`config.mk`:
```
export PLATFORM = sky130hd
export DESIGN_NAME = prt_dp_lb_tmo_bridge
export DESIGN_NICKNAME = d
export VERILOG_FILES = /design/src/rtl/prt_dp_lb_tmo_bridge_pkg.sv /design/src/rtl/prt_dp_lb_tmo_bridge.sv
export SDC_FILE = /design/constraint.sdc
export NUM_CORES = 1
export LEC_CHECK = 0
export ABC_AREA = 1
export BUFFER_PORTS_ARGS = -buffer_cell sky130_fd_sc_hd__buf_4
export CORE_UTILIZATION = 45
export CTS_CLUSTER_DIAMETER = 60
export DETAILED_ROUTE_END_ITERATION = 6
export GPL_TIMING_DRIVEN = 0
export PLACE_DENSITY = 0.83
export SYNTH_ARGS = -nofsm -noshare
export SYNTH_HDL_FRONTEND = slang
export SYNTH_SLANG_ARGS = --single-unit
```
`constraint.sdc`:
```
create_clock -name CLK_IN -period 8 [get_ports CLK_IN]
set_input_delay 1.6 -clock CLK_IN [delete_from_list [all_inputs] [get_ports CLK_IN]]
set_output_delay 1.6 -clock CLK_IN [all_outputs]
set_load 0.01 [all_outputs]
```
`src/rtl/prt_dp_lb_tmo_bridge_pkg.sv`:
```
// Shared DP definitions for the local-bus timeout bridge: FSM state encoding
// and the default data word returned when a downstream read times out.
package prt_dp_lb_tmo_bridge_pkg;

  typedef enum logic {
    ST_IDLE = 1'b0,
    ST_WAIT = 1'b1
  } lb_tmo_state_e;

  localparam logic [31:0] DP_TMO_DAT_DEF = 32'hDEAD_BEEF;

endpackage

```
`src/rtl/prt_dp_lb_tmo_bridge.sv`:
```
// Local-bus bridge: registers upstream strobes onto the downstream bus, posts
// writes, and guards reads with a timeout that returns a filler word.
module prt_dp_lb_tmo_bridge
  import prt_dp_lb_tmo_bridge_pkg::*;
#(
  parameter int          P_ADR_WIDTH  = 16,
  parameter int          P_TMO_CYCLES = 1024,
  parameter logic [31:0] P_TMO_DAT    = DP_TMO_DAT_DEF
) (
  input  logic                   CLK_IN,
  input  logic                   RST_IN,
  input  logic [P_ADR_WIDTH-1:0] LB_UP_ADR_IN,
  input  logic [31:0]            LB_UP_DIN_IN,
  input  logic                   LB_UP_WR_IN,
  input  logic                   LB_UP_RD_IN,
  output logic [31:0]            LB_UP_DOUT_OUT,
  output logic                   LB_UP_VLD_OUT,
  output logic [P_ADR_WIDTH-1:0] LB_DWN_ADR_OUT,
  output logic [31:0]            LB_DWN_DIN_OUT,
  output logic                   LB_DWN_WR_OUT,
  output logic                   LB_DWN_RD_OUT,
  input  logic [31:0]            LB_DWN_DOUT_IN,
  input  logic                   LB_DWN_VLD_IN,
  input  logic                   STA_CLR_IN,
  output logic                   STA_TMO_OUT,
  output logic                   STA_OVR_OUT,
  output logic [7:0]             STA_TMO_CNT_OUT
);

  localparam int CNT_W = $clog2(P_TMO_CYCLES + 1);
  localparam logic [CNT_W-1:0] TMO_LAST = CNT_W'(P_TMO_CYCLES);

  lb_tmo_state_e    state;
  logic [CNT_W-1:0] tmo_cnt;
  logic             rsp_ok;
  logic             tmo_evt;
  logic             ovr_evt;

  // tmo_cnt equals k during cycle t+k; a response in cycle t itself belongs
  // to an earlier, abandoned read and is ignored.
  always_comb begin
    rsp_ok  = 1'b0;
    tmo_evt = 1'b0;
    ovr_evt = 1'b0;
    if (state == ST_WAIT) begin
      rsp_ok  = LB_DWN_VLD_IN && (tmo_cnt != '0);
      tmo_evt = !rsp_ok && (tmo_cnt == TMO_LAST);
      ovr_evt = LB_UP_WR_IN || LB_UP_RD_IN;
    end else begin
      ovr_evt = LB_UP_WR_IN && LB_UP_RD_IN;
    end
  end

  // NOTE: non-blocking assignments throughout, so every register samples pre-edge values.
  always_ff @(posedge CLK_IN or posedge RST_IN) begin
    if (RST_IN) begin
      state           <= ST_IDLE;
      tmo_cnt         <= '0;
      LB_UP_DOUT_OUT  <= '0;
      LB_UP_VLD_OUT   <= 1'b0;
      LB_DWN_ADR_OUT  <= '0;
      LB_DWN_DIN_OUT  <= '0;
      LB_DWN_WR_OUT   <= 1'b0;
      LB_DWN_RD_OUT   <= 1'b0;
      STA_TMO_OUT     <= 1'b0;
      STA_OVR_OUT     <= 1'b0;
      STA_TMO_CNT_OUT <= '0;
    end else begin
      LB_UP_VLD_OUT <= 1'b0;
      LB_DWN_WR_OUT <= 1'b0;
      LB_DWN_RD_OUT <= 1'b0;

      case (state)
        ST_IDLE: begin
          if (LB_UP_WR_IN || LB_UP_RD_IN) begin
            LB_DWN_ADR_OUT <= LB_UP_ADR_IN;
            LB_DWN_DIN_OUT <= LB_UP_DIN_IN;
            if (LB_UP_RD_IN) begin
              LB_DWN_RD_OUT <= 1'b1;
              tmo_cnt       <= '0;
              state         <= ST_WAIT;
            end else begin
              LB_DWN_WR_OUT <= 1'b1;
            end
          end
        end
        ST_WAIT: begin
          if (rsp_ok) begin
            LB_UP_VLD_OUT  <= 1'b1;
            LB_UP_DOUT_OUT <= LB_DWN_DOUT_IN;
            state          <= ST_IDLE;
          end else if (tmo_evt) begin
            LB_UP_VLD_OUT  <= 1'b1;
            LB_UP_DOUT_OUT <= P_TMO_DAT;
            state          <= ST_IDLE;
          end else begin
            tmo_cnt <= tmo_cnt + CNT_W'(1);
          end
        end
        default: state <= ST_IDLE;
      endcase

      // A set event in the same cycle as a clear keeps the flag/count.
      if (tmo_evt) begin
        STA_TMO_OUT <= 1'b1;
        if (STA_TMO_CNT_OUT != 8'hFF) STA_TMO_CNT_OUT <= STA_TMO_CNT_OUT + 8'd1;
      end else if (STA_CLR_IN) begin
        STA_TMO_OUT     <= 1'b0;
        STA_TMO_CNT_OUT <= '0;
      end

      if (ovr_evt)         STA_OVR_OUT <= 1'b1;
      else if (STA_CLR_IN) STA_OVR_OUT <= 1'b0;
    end
  end

endmodule
```
==> qor.tcl <==
set qor(outcome) {completed}
set qor(final.period_utilization_pct) 34.0
set qor(layout-area-overhead-vs-synth_pct) 38.3
set qor(worstSetupPathType) {input pin to flop}
set qor(worstHoldPathCells) 2
set qor(syn_nets) 528
set qor(startpoint_of_the_worst_hold_path) {LB_UP_DOUT_OUT[29]}
set qor(final_core_utilization_pct) 64.6
set qor(cts.sink_count) 105
set qor(ctsHoldBuffers) 0
set qor(finalSetupViolCount) 0
set qor(portBuffers) 178
set qor(reg2reg_depth) 10
set qor(worst-path-max-fanout) 10
set qor(cts_resized) 0
set qor(holdCritPathClass) {flop to flop}
set qor(groute.usage.overall_pct) 20.4
set qor(drt_iter0_markers) 217
set qor(max_freq_mhz) 368
set qor(design.final.nets) 718
set qor(io-pin-count) 179
set qor(final_antenna_net_count) 0
set qor(postRouteWirelength_mm) 10.8
set qor(antenna_found_initial) 0
set qor(syn_area_um2) 4590
set qor(maxCapViolCount) 0
set qor(tns_ns) 0
set qor(die-width_um) 103
set qor(worst_margin_slew_ns) 0.752
set qor(final_layout_size_suffix_gt1_share_pct) 45.0
set qor(syn_inst) 439
set qor(synth_cell_types) 34
set qor(synth.avg_cell_area_um2) 10.4
set qor(number_of_register_bits_inferred_by_synthesis) 105
set qor(postSynth.asyncResetShare_pct) 100
set qor(crit_path_end_kind) {flop}
set qor(cts.repair_timing.setup_buffer_count) 0
set qor(clock_skew_ns) 0.00861
set qor(finalWeightedCongestion) 0.895
set qor(detail_route.first_pass.iterations) 5
set qor(timing.max_slew.rel_slack_pct) 49.8
set qor(routed-via-count) 3699
set qor(holdPathEnd) {LB_UP_DOUT_OUT[29]}
set qor(starting_density_of_the_core_pct) 46.7
set qor(pwr_density_cell_nw_per_um2) 358
set qor(yosysSeqAreaShare_pct) 57.3
set qor(antenna_cells) 0
set qor(post_drt_wl_per_cell_um) 14.1
set qor(tritoncts) {done}
set qor(dp.final_hpwl_mm) 8.33
set qor(ys.warnings.count) 0
set qor(timing.final.hold_violations) 0
set qor(clk_pin_slew_ns) 0.10
set qor(worst_skew_pair_later_pin_latency_ns) 0.37
set qor(clock_tree.htree_level_count) 3
set qor(rsz0062_at_grt) {no}
set qor(synth-edff-count) 0
set qor(rr_startpoint) {tmo_cnt[0]}
set qor(worst_reg2reg_path_endpoint) {LB_UP_DOUT_OUT[25]}
set qor(grt_pass1_wl_mm) 16.4
set qor(synth-main-ff-cell) {sky130_fd_sc_hd__dfrtp_1}
set qor(post_route_minimum_period_ns) 2.72
set qor(slew_viol_final) 0
set qor(power_leakage_nw) 3.14
set qor(remaining_drc_errors) 0
set qor(rrSetupSlack_ns) 6.14
set qor(critPathLaunchType) {input pin}
set qor(clk_root_buffer_cell) {sky130_fd_sc_hd__clkbuf_8}
set qor(clockBufferDepth) 2
set qor(viasPerCell) 4.82
set qor(tritoncts.num_buffers) 9
set qor(grt_start_max_net_pins) 61
set qor(core_region_area_um2) 9820
set qor(die_h_um) 103
set qor(worstPathRequired_ns) 8.27
set qor(globalRoute.totalOverflow) 0
set qor(number_of_global_route_vias_before_repair) 3447
set qor(worst_ep_arrival_ns) 2.98
set qor(die_area_um2) 10600
set qor(ir_worst_vdd_uv) 193
set qor(placementRows) 36
## layout by cell type, fill, tap and decap left out, drive strengths merged
master,instances
nor3,2
nor2,93
nand3b,2
o22ai,1
xnor2,1
clkinvlp,1
o21a,1
clkbuf,10
mux2i,1
clkinv,3
ha,3
nand3,33
inv,30
bufinv,2
buf,193
xor2,1
dfrtp,105
mux2,48
nand4,6
or2,1
nand2,73
a21oi,2
o21ai,18
o21bai,3
o211ai,1
## worst max-delay path, cell delays in order
cell,delay (ns)
sky130_fd_sc_hd__buf_4,0.13
sky130_fd_sc_hd__o21ai_0,0.34
sky130_fd_sc_hd__buf_2,0.32
sky130_fd_sc_hd__buf_4,0.24
sky130_fd_sc_hd__mux2_2,0.36
## cell usage after synthesis, types with 2 or more instances
cell type                    n  area, µm²
sky130_fd_sc_hd__nand2_1    70        263
sky130_fd_sc_hd__nand3_1    30        150
sky130_fd_sc_hd__mux2_2     48        541
sky130_fd_sc_hd__buf_2       4       20.0
sky130_fd_sc_hd__buf_6       5       56.3
sky130_fd_sc_hd__nand3b_1    2       15.0
sky130_fd_sc_hd__dfrtp_1   105       2630
sky130_fd_sc_hd__o21ai_2     9       78.8
sky130_fd_sc_hd__nand2_4     2       22.5
sky130_fd_sc_hd__o21bai_1    3       22.5
sky130_fd_sc_hd__nand4_1     6       37.5
sky130_fd_sc_hd__buf_4       5       37.5
sky130_fd_sc_hd__nor2_1     83        312
sky130_fd_sc_hd__o21ai_1     3       15.0
sky130_fd_sc_hd__nor3_1      2       10.0
sky130_fd_sc_hd__o21ai_0     6       30.0
sky130_fd_sc_hd__inv_1      27        101
sky130_fd_sc_hd__nor2_2      9       56.3
sky130_fd_sc_hd__a21oi_1     2       10.0
sky130_fd_sc_hd__ha_1        3       37.5
sky130_fd_sc_hd__nand3_4     2       35.0
## cells by family after synthesis
group / after synthesis / share of synthesized area, %
adders and majority gates: 3 / 0.819
and+or+nand+nor: 210 / 20.7
muxes: 49 / 12.0
buffers and inverters: 44 / 4.94
DFF: 105 / 57.3
xor gates and xnor gates: 2 / 0.382
AOI/OAI and AO/OA: 26 / 3.87
## sequential cells by signal, indices dropped and copies added, names as in the netlist
signal           flops
LB_DWN_DIN_OUT      32
LB_UP_DOUT_OUT      32
LB_DWN_ADR_OUT      16
tmo_cnt             11
STA_TMO_CNT_OUT      8
LB_DWN_RD_OUT        1
LB_DWN_WR_OUT        1
LB_UP_VLD_OUT        1
STA_OVR_OUT          1
STA_TMO_OUT          1
state                1
## through the flow
stage	hold WS [ns]	total power [mW]	worst slack, ns	area [µm²]	std cells
finish	0.481	2.27	5.28	6340	767
global route	0.521	2.43	5.15	6340	767
CTS	0.484	2.30	5.27	6340	767
detailed placement	0.461	1.93	4.87	6120	751
global placement	0.456	1.89	2.54	6090	750
floorplan	0.509	1.44	3.64	4590	439
## where the power goes
group          switching [mW]  total (mW)  leakage, nW  internal (mW)
registers               0.126       0.877         1.26          0.751
logic                   0.497        1.03         1.77          0.530
clock network           0.187       0.366        0.112          0.179
total                   0.810        2.27         3.14           1.46
## worst max path at each step
stage | end | start
after global routing | LB_DWN_DIN_OUT[19] | LB_UP_WR_IN
after CTS | LB_DWN_DIN_OUT[19] | LB_UP_WR_IN
after floorplan | LB_DWN_ADR_OUT[0] | RST_IN
after global placement | LB_DWN_DIN_OUT[7] | RST_IN
final | LB_DWN_DIN_OUT[19] | LB_UP_WR_IN
after detailed placement | LB_DWN_DIN_OUT[13] | LB_UP_WR_IN
## layer usage
layer	vias up	wire [µm]	track usage, %
met5	-	0	0
met4	0	124	6.18
met3	12	745	5.02
met2	133	5650	35.8
met1	1743	4300	24.7
li1	1811	-	-
## final cells by class
cell class / count / area [µm²]
clock inverter: 7 / 101
buffer: 15 / 118
inverter: 29 / 111
clock buffer: 9 / 124
fill: 785 / 3480
sequential: 105 / 2630
timing repair buffer: 179 / 1360
multi-input combinational: 290 / 1730
tap: 133 / 166
No activity file was read; power rests on OpenSTA's default activity.
